--- src/rtl/pipe_pkg.sv ---
// Shared constants and helpers for the decode-stage hazard scoreboard.
package pipe_pkg;

  // Default pipeline depth after decode: E, M, W.
  localparam int NSTAGE_DEF = 3;

  // Forward-select value meaning "take the operand from the register file".
  localparam int FWD_SRC_RF = 0;

  // Stage indices as used by the forward-select encoding and the age field.
  localparam int STG_E = 1;
  localparam int STG_M = 2;
  localparam int STG_W = 3;

  // Width of a forward select / stage index able to hold 0..nstage.
  function automatic int sel_width(input int nstage);
    return $clog2(nstage + 1);
  endfunction

  // Clamp a requested result latency into the legal range 1..nstage.
  function automatic int clamp_lat(input int lat_in, input int nstage);
    if (lat_in < 1) begin
      return 1;
    end else if (lat_in > nstage) begin
      return nstage;
    end else begin
      return lat_in;
    end
  endfunction

endpackage

--- src/rtl/pipe_hazard_scoreboard_sb_entry.sv ---
// One scoreboard slot: tracks the youngest in-flight writer of a single register.
// age counts the post-decode stage the producer currently occupies (1..NSTAGE);
// ready says the producer's result is already on the bus of that stage.
module sb_entry
  import pipe_pkg::*;
#(
  parameter  int NSTAGE = NSTAGE_DEF,
  localparam int LW     = $clog2(NSTAGE + 1)
) (
  input  logic          clk,
  input  logic          rst,
  input  logic          alloc,
  input  logic [LW-1:0] alloc_lat,
  output logic          pend,
  output logic [LW-1:0] age,
  output logic          ready
);

  logic [LW-1:0] lat_q;

  // Allocation from a new issue wins over aging/retire of the older producer.
  always_ff @(posedge clk) begin
    if (rst) begin
      pend  <= 1'b0;
      age   <= '0;
      lat_q <= '0;
    end else if (alloc) begin
      pend  <= 1'b1;
      age   <= LW'(STG_E);
      lat_q <= alloc_lat;
    end else if (pend) begin
      if (age == LW'(NSTAGE)) begin
        pend <= 1'b0;
      end else begin
        age <= age + LW'(1);
      end
    end
  end

  // Result is forwardable once the producer has reached its result stage.
  always_comb begin
    ready = pend && (age >= lat_q);
  end

endmodule

--- src/rtl/pipe_hazard_scoreboard.sv ---
// Decode-stage hazard unit: per-register in-flight writer table, operand
// forward selects, stall decision and a saturating stall-cycle counter.
// Handshake: id_valid is the decode stage's offer; nostall is the acceptance.
// An instruction moves into E exactly on edges where issue = id_valid & nostall;
// otherwise it stays in decode and a bubble enters E (no table update).
module pipe_hazard_scoreboard
  import pipe_pkg::*;
#(
  parameter  int NREG   = 32,
  parameter  int NSTAGE = NSTAGE_DEF,
  parameter  int FWD_EN = 1,
  parameter  int CNT_W  = 32,
  localparam int RW     = $clog2(NREG),
  localparam int SW     = sel_width(NSTAGE),
  localparam int LW     = $clog2(NSTAGE + 1)
) (
  input  logic             clk,
  input  logic             rst,
  input  logic             id_valid,
  input  logic [RW-1:0]    rs,
  input  logic [RW-1:0]    rt,
  input  logic             use_rs,
  input  logic             use_rt,
  input  logic             wreg,
  input  logic [RW-1:0]    rn,
  input  logic [LW-1:0]    lat,
  output logic [SW-1:0]    fwda,
  output logic [SW-1:0]    fwdb,
  output logic             nostall,
  output logic             issue,
  output logic [CNT_W-1:0] stall_cnt
);

  logic          pend_v  [NREG];
  logic [LW-1:0] age_v   [NREG];
  logic          ready_v [NREG];

  logic [LW-1:0] lat_c;
  logic          hit_a;
  logic          hit_b;
  logic          stall_a;
  logic          stall_b;

  // Register 0 is hard-wired zero and never has a pending producer.
  assign pend_v[0]  = 1'b0;
  assign age_v[0]   = '0;
  assign ready_v[0] = 1'b0;

  // Requested latency folded into 1..NSTAGE before it is stored.
  always_comb begin
    lat_c = LW'(clamp_lat(int'(lat), NSTAGE));
  end

  for (genvar r = 1; r < NREG; r++) begin : g_ent
    sb_entry #(
      .NSTAGE (NSTAGE)
    ) u_ent (
      .clk       (clk),
      .rst       (rst),
      .alloc     (issue && wreg && (rn == RW'(r))),
      .alloc_lat (lat_c),
      .pend      (pend_v[r]),
      .age       (age_v[r]),
      .ready     (ready_v[r])
    );
  end

  // Operand lookup: a hit either forwards from the producer's stage or stalls.
  always_comb begin
    hit_a = use_rs && (rs != '0) && pend_v[rs];
    hit_b = use_rt && (rt != '0) && pend_v[rt];
    fwda  = SW'(FWD_SRC_RF);
    fwdb  = SW'(FWD_SRC_RF);
    if (FWD_EN != 0) begin
      if (hit_a && ready_v[rs]) fwda = SW'(age_v[rs]);
      if (hit_b && ready_v[rt]) fwdb = SW'(age_v[rt]);
      stall_a = hit_a && !ready_v[rs];
      stall_b = hit_b && !ready_v[rt];
    end else begin
      stall_a = hit_a;
      stall_b = hit_b;
    end
  end

  // Stall only matters when decode holds a real instruction.
  always_comb begin
    nostall = !(id_valid && (stall_a || stall_b));
    issue   = id_valid && nostall;
  end

  // Count decode cycles lost to hazards; holds at all-ones instead of wrapping.
  always_ff @(posedge clk) begin
    if (rst) begin
      stall_cnt <= '0;
    end else if (id_valid && !nostall && (stall_cnt != {CNT_W{1'b1}})) begin
      stall_cnt <= stall_cnt + CNT_W'(1);
    end
  end

endmodule

--- config.mk ---
export PLATFORM = sky130hd
export DESIGN_NAME = pipe_hazard_scoreboard
export DESIGN_NICKNAME = d
export VERILOG_FILES = /design/src/rtl/pipe_pkg.sv /design/src/rtl/pipe_hazard_scoreboard_sb_entry.sv /design/src/rtl/pipe_hazard_scoreboard.sv
export SDC_FILE = /design/constraint.sdc
export NUM_CORES = 1
export LEC_CHECK = 0
export BUFFER_PORTS_ARGS = -buffer_cell sky130_fd_sc_hd__buf_2
export CAP_MARGIN = 15
export CORE_UTILIZATION = 56
export CTS_CLUSTER_SIZE = 30
export DETAILED_ROUTE_END_ITERATION = 10
export HOLD_SLACK_MARGIN = 0.1
export PLACE_DENSITY = 0.82
export REMOVE_ABC_BUFFERS = 1
export SKIP_CTS_REPAIR_TIMING = 1
export SLEW_MARGIN = 20
export SYNTH_ARGS = -nofsm -noshare
export SYNTH_HDL_FRONTEND = slang
export SYNTH_SLANG_ARGS = --single-unit
--- constraint.sdc ---
create_clock -name clk -period 3.9 [get_ports clk]
set_clock_uncertainty 0.15 [all_clocks]
set_input_delay 0 -clock clk [delete_from_list [all_inputs] [get_ports clk]]
set_output_delay 0 -clock clk [all_outputs]
set_load 0.005 [all_outputs]
* After elaboration in Yosys (flattened, before gate mapping) *
Cells that the tools add are included.

storage, ports and cells
  flip-flop bits (word level) = 187
  output and inout bits = 38
  word-level logic and storage cells = 730

operators by class
  $add $sub $neg = 32
  order comparisons = 34
  equal/unequal tests = 94
  multiplexer cells = 207
  bitwise logic cells = 33
  reduce and logical (&&, ||, !) cells = 205

operator list
  operator                                                               count
  1-bit 2-to-1 mux                                                       194
  2-bit AND reduction                                                    62
  5-bit equality test, second input constant                             16
  1-bit logical AND                                                      75
  2-bit by 1-bit adder with 2-bit output, second input constant          31
  2-bit equality test, second input constant                             31
  2-bit greater-or-equal comparator                                      31
  2-bit by 1-bit != test with 1-bit output, second input constant        31
  2-bit nonzero test                                                     31
  2-bit OR reduction                                                     31
  5-bit by 4-bit equality test with 1-bit output, second input constant  8
  32-bit by 1-bit adder with 32-bit output, second input constant        1
  32-bit != test, second input constant                                  1
  1-bit NOT                                                              31
  1-bit binary-select mux with 5-bit select                              4
  2-bit binary-select mux with 5-bit select                              2
  5-bit by 3-bit equality test with 1-bit output, second input constant  4
  2-bit 2-to-1 mux                                                       7
  6-bit greater-or-equal comparator, second input constant               2
  5-bit NOT with 6-bit output                                            2
  5-bit by 2-bit equality test with 1-bit output, second input constant  2
  5-bit nonzero test                                                     2
  5-bit by 1-bit equality test with 1-bit output, second input constant  1
  1-bit zero test                                                        3
  2 further kinds                                                        2

* Logic depth before layout (Yosys ltp) *
  depth after elaboration = 15
  mapped depth = 14

* Hierarchy *
A second synthesis with hierarchy kept.

second synthesis, totals
  cells, all modules = 1,208
  area total of the unflattened synthesis = 11,653.7 µm²

modules (own cells, without submodules)
  module                  times used  cells an instance  area an instance (µm²)  sequential area each (µm²)
  sb_entry                31          25                 244.0                   100.1
  pipe_hazard_scoreboard  1           433                4,090.2                 640.6

* Worst setup path before layout *
OpenSTA, ideal clock, no wires.

  kind = register to register
  start = reg g_ent[24].u_ent.age[0]
  end = reg stall_cnt[16]
  setup time = 0.121 ns
  data arrival time = 2.833 ns
  required time = 3.629 ns
  setup slack = 0.797 ns
  stages on the path, launching flop included = 13
  path buffers = 1
  cell sequence = dfxtp_1 > inv_1 > ha_1 > nor3b_1 > nor4_1 > a211o_1 > or4_1 > nand3_1 > nand3b_2 > and2_1 > buf_4 > nor4b_1 > mux2_2

on the way
  longest elaborated chain between the ends = 11
  elaborated cells between the ends (all ways) = 16
  those cells by class = order compare: 1; mux: 6; reduce/logical: 9

RTL lines
  what                                                          RTL line                                                    RTL
  from (decl)                                                   pipe_hazard_scoreboard_sb_entry.sv:15                       output logic [LW-1:0] age,
  from (signal assigned)                                        pipe_hazard_scoreboard_sb_entry.sv:29                       age <= LW'(STG_E);
  from (signal assigned)                                        pipe_hazard_scoreboard_sb_entry.sv:35                       age <= age + LW'(1);
  2-bit greater-or-equal comparator *                           pipe_hazard_scoreboard_sb_entry.sv:42                       ready = pend && (age >= lat_q);
  1-bit logical AND *                                           pipe_hazard_scoreboard_sb_entry.sv:42
  1-bit binary-select mux with 5-bit select (on tied branches)  pipe_hazard_scoreboard.sv:77, pipe_hazard_scoreboard.sv:78
  1-bit 2-to-1 mux (on tied branches) (2 in series)             pipe_hazard_scoreboard.sv:77, pipe_hazard_scoreboard.sv:78
  1-bit zero test (on tied branches)                            pipe_hazard_scoreboard.sv:77, pipe_hazard_scoreboard.sv:78
  1-bit logical AND (on tied branches)                          pipe_hazard_scoreboard.sv:77, pipe_hazard_scoreboard.sv:78
  1-bit logical OR *                                            pipe_hazard_scoreboard.sv:87                                nostall = !(id_valid && (stall_a || stall_b));
  1-bit logical AND *                                           pipe_hazard_scoreboard.sv:87
  1-bit logical AND * (2 in series)                             pipe_hazard_scoreboard.sv:95                                end else if (id_valid && !nostall && (stall_cnt != {CNT_W{1'b1}})) begin
  to (signal assigned)                                          pipe_hazard_scoreboard.sv:96                                stall_cnt <= stall_cnt + CNT_W'(1);
  to (decl)                                                     pipe_hazard_scoreboard.sv:31                                output logic [CNT_W-1:0] stall_cnt

Every way passes the cells marked *; elsewhere a longest branch is shown, timed or not. The select of a mux whose other input is x is not followed.
A chain may end at the register's enable or synchronous reset.

* Worst setup path in the final report *
  start = reg g_ent[23].u_ent.age[0]
  end = reg stall_cnt[22]

on the way
  longest elaborated chain between the ends = 11
  elaborated cells between the ends (all ways) = 16
  those cells by class = order compare: 1; mux: 6; reduce/logical: 9

RTL lines
  what                                                          RTL line
  from (decl)                                                   pipe_hazard_scoreboard_sb_entry.sv:15
  from (signal assigned)                                        pipe_hazard_scoreboard_sb_entry.sv:29
  from (signal assigned)                                        pipe_hazard_scoreboard_sb_entry.sv:35
  2-bit greater-or-equal comparator *                           pipe_hazard_scoreboard_sb_entry.sv:42
  1-bit logical AND *                                           pipe_hazard_scoreboard_sb_entry.sv:42
  1-bit binary-select mux with 5-bit select (on tied branches)  pipe_hazard_scoreboard.sv:77, pipe_hazard_scoreboard.sv:78
  1-bit 2-to-1 mux (on tied branches) (2 in series)             pipe_hazard_scoreboard.sv:77, pipe_hazard_scoreboard.sv:78
  1-bit zero test (on tied branches)                            pipe_hazard_scoreboard.sv:77, pipe_hazard_scoreboard.sv:78
  1-bit logical AND (on tied branches)                          pipe_hazard_scoreboard.sv:77, pipe_hazard_scoreboard.sv:78
  1-bit logical OR *                                            pipe_hazard_scoreboard.sv:87
  1-bit logical AND *                                           pipe_hazard_scoreboard.sv:87
  1-bit logical AND * (2 in series)                             pipe_hazard_scoreboard.sv:95

Marks and branches as above.

==> impl_metrics.json <==
{
  "residual_overflow_from_global_routing": 0,
  "cts_tree": "built",
  "outcome": "complete, no violations",
  "ys_seq_area_frac": 0.309,
  "timing.hold.worst_endpoint": "g_ent[17].u_ent.age[0]",
  "yosys-top-cells-count": "sky130_fd_sc_hd__dfxtp_1, sky130_fd_sc_hd__ha_1, sky130_fd_sc_hd__mux2i_1",
  "cts-htree-levels": 4,
  "synth_top_area_share": 0.309,
  "drt_pass1_iterations": 5,
  "drv_slew": 0,
  "rrSetupSlack_ps": 210,
  "hp-class": "in -> reg",
  "reg2reg_from": "g_ent[23].u_ent.age[0]",
  "timing.max_slew.rel_slack": 0.334,
  "fmaxAchievable_mhz": 271,
  "post_synth_inst_count": 1309,
  "total_power_mw": 4.08,
  "critical_path_class": "reg -> reg",
  "vias_post_dr": 10500,
  "leading_post_synthesis_cells_by_cell_area": "sky130_fd_sc_hd__dfxtp_1, sky130_fd_sc_hd__ha_1, sky130_fd_sc_hd__mux4_2, sky130_fd_sc_hd__mux2i_1, sky130_fd_sc_hd__nand2b_1",
  "post-route-cell-area_sq_um": 13300,
  "hpwl_um": 24300,
  "synth_cell_type_count": 58,
  "vias_per_cell": 6.42,
  "grt_start_max_net_pins": 97,
  "number_of_global_route_vias_before_repair": 10100,
  "initial_core_utilization": 0.573,
  "cts_inserted_buffers": 17,
  "slowest_stage_delay_cp_ps": 460,
  "crit_chain": "inv_1, ha_1, nor3b_1, nor3_1, o31ai_1, o2111ai_1, a32oi_1, nand2b_1, and2_4, buf_12, nor4_1, mux2_2",
  "avgSynthCellArea_sq_um": 9.27,
  "final.period_utilization": 0.947,
  "tritoncts_num_sinks": 187,
  "timing.setup.tns_ps": 0,
  "power.switching_mw": 1.12,
  "yosysMostFrequentCell": "sky130_fd_sc_hd__dfxtp_1",
  "switching_share": 0.275,
  "wl_um": 33800,
  "die_width_um": 149,
  "hold_ws_ps": 88.6,
  "required_ps": 4090,
  "areaGrowthSynthToFinish_pct": 9.96,
  "worstPathArrival_ps": 3880,
  "placedInstanceArea_sq_um": 12700,
  "instance_count_after_placement_with_tap_cells_included": 1597,
  "finish.net_count": 1465,
  "worst_hold_startpoint": "wreg",
  "finalHoldViolCount": 0,
  "async_reset_ff_frac": 0,
  "slowest_cell_on_crit_path": "sky130_fd_sc_hd__dfxtp_1",
  "row_count": 53,
  "period_minus_slack_ps": 3690,
  "io_pins": 61,
  "finish.cell_count_without_fillers": 1637,
  "netlist_area_sq_um": 12100,
  "total_leakage_power_nw": 5.16,
  "layout-drive-gt1-share": 0.154,
  "synth-edff-count": 0,
  "ir_worst_vdd_mv": 0.241,
  "worstPathBufferInverterCount": 2,
  "max-cap-violations": 0,
  "timing.critical_path.to_type": "flop",
  "comb_power_share": 0.085,
  "wl_per_cell_um": 20.7,
  "detail_route.drc_violations": 0,
  "clkTransAtPathRegs_ps": 80,
  "synth_area_leader_cell": "sky130_fd_sc_hd__dfxtp_1",
  "synth_top_flop_cell": "sky130_fd_sc_hd__dfxtp_1",
  "postLayoutSetupSlackWorst_ps": 209,
  "power_density_nw_per_um2": 306,
  "clock-root-buffer": "sky130_fd_sc_hd__clkbuf_16",
  "depth_of_the_worst_register_to_register_path": 12,
  "clock_tree.buffer_depth": 2,
  "worst_r2r_endpoint": "stall_cnt[22]",
  "pre_cts_ws_ps": 170,
  "numPortBuffers": 60,
  "synth-seq-cells": 187,
  "fraction_of_power_consumed_by_sequential_logic": 0.474,
  "yosysWarnings": 0,
  "worst_slew_pin_tran_ps": 999,
  "path_delay_family": "simple AND/OR/NAND/NOR gates",
  "dieHeight_um": 149,
  "drt_iter0_markers": 924,
  "area_inside_the_core_boundary_sq_um": 21200,
  "grt_setup_unrepaired": "false",
  "worst_skew_late_latency_ps": 450,
  "global_route_wire_length_before_repair_um": 53500,
  "number_of_routed_nets_with_antenna_violations": 0,
  "power.internal_mw": 2.96,
  "antenna_violations_before_repair": 0,
  "worstPathMaxFanout": 40,
  "post-route-util": 0.631,
  "routabilityCongestion": 0.971,
  "floorplan.die_area_sq_um": 22300,
  "power.share.clock": 0.441,
  "finalSetupViolations": 0,
  "grtUsageTotal": 0.310,
  "min_path_cells": 4,
  "startpoint_type": "flop"
}
## tightest hold or removal path: stages
cell and delay (ps):
sky130_fd_sc_hd__buf_2 100, sky130_fd_sc_hd__and2_1 230, sky130_fd_sc_hd__nand4_1 210, sky130_fd_sc_hd__a21oi_1 90
## area by class of cell
class                           count  area, sq um
Antenna cell                        1         2.50
Sequential cell                   187         3740
Timing Repair Buffer               96          607
Tap cell                          275          344
Inverter                           72          270
Clock inverter                     15          176
Fill cell                        1680         7820
Multi-Input combinational cell    974         7770
Clock buffer                       17          425
## power groups by stage
stage                     clock (mW)  combinational (mW)  sequential [mW]
after floorplan                    0               0.147             1.97
after global placement             0               0.322             1.98
after detailed placement           0               0.329             1.98
after CTS                       1.81               0.331             1.93
after global routing            1.88               0.367             1.93
final                           1.80               0.347             1.93
## worst max path at each step
| stage | startpoint | end | slack [ps] | cells after the start |
|---|---|---|---|---|
| floorplan | g_ent[4].u_ent.age[0] | g_ent[2].u_ent.age[1] | -420 | 11 |
| global placement | g_ent[14].u_ent.age[0] | stall_cnt[24] | 230 | 12 |
| detailed placement | g_ent[22].u_ent.age[0] | stall_cnt[22] | 170 | 12 |
| CTS | g_ent[23].u_ent.age[0] | stall_cnt[22] | 130 | 12 |
| global route | g_ent[23].u_ent.age[0] | stall_cnt[20] | 30 | 12 |
| finish | g_ent[23].u_ent.age[0] | stall_cnt[22] | 210 | 12 |
## cells by family (layout without fill, tap and decap cells)
family | count (synthesis) | in the layout | synth area share
AND/OR/NAND/NOR | 480 | 480 | 0.222
AO/OA/AOI/OAI | 201 | 201 | 0.106
flip-flops | 187 | 187 | 0.309
multiplexers | 168 | 168 | 0.192
buffers and inverters | 148 | 200 | 0.0516
adder cells (fa/ha/maj) | 94 | 94 | 0.0970
XOR/XNOR | 31 | 31 | 0.0224
other | 0 | 1 | 0
## placed cells by master (no fill, tap or decap), drive strengths merged, types with 36 or more instances in the layout
cell type	instances
mux2i	90
nor2b	63
mux4	49
inv	78
nor3b	36
o21ai	46
nor2	87
ha	94
a21oi	70
nor3	60
dfxtp	187
nand2b	85
buf	89
## routing by layer
| metal | part of all wire | global-route usage | vias to the layer above |
|---|---|---|---|
| met5 | 0 | 0 | - |
| met4 | 0.042 | 0.146 | 0 |
| met3 | 0.090 | 0.0618 | 126 |
| met2 | 0.46 | 0.500 | 529 |
| met1 | 0.41 | 0.397 | 5007 |
| li1 | - | - | 4854 |
## sequential cells by signal, summed over array words and instances (netlist names)
| register | count |
|---|---|
| g_ent.u_ent.pend | 31 |
| g_ent.u_ent.lat_q | 62 |
| g_ent.u_ent.age | 62 |
| stall_cnt | 32 |
No activity file was read; power rests on OpenSTA's default activity.
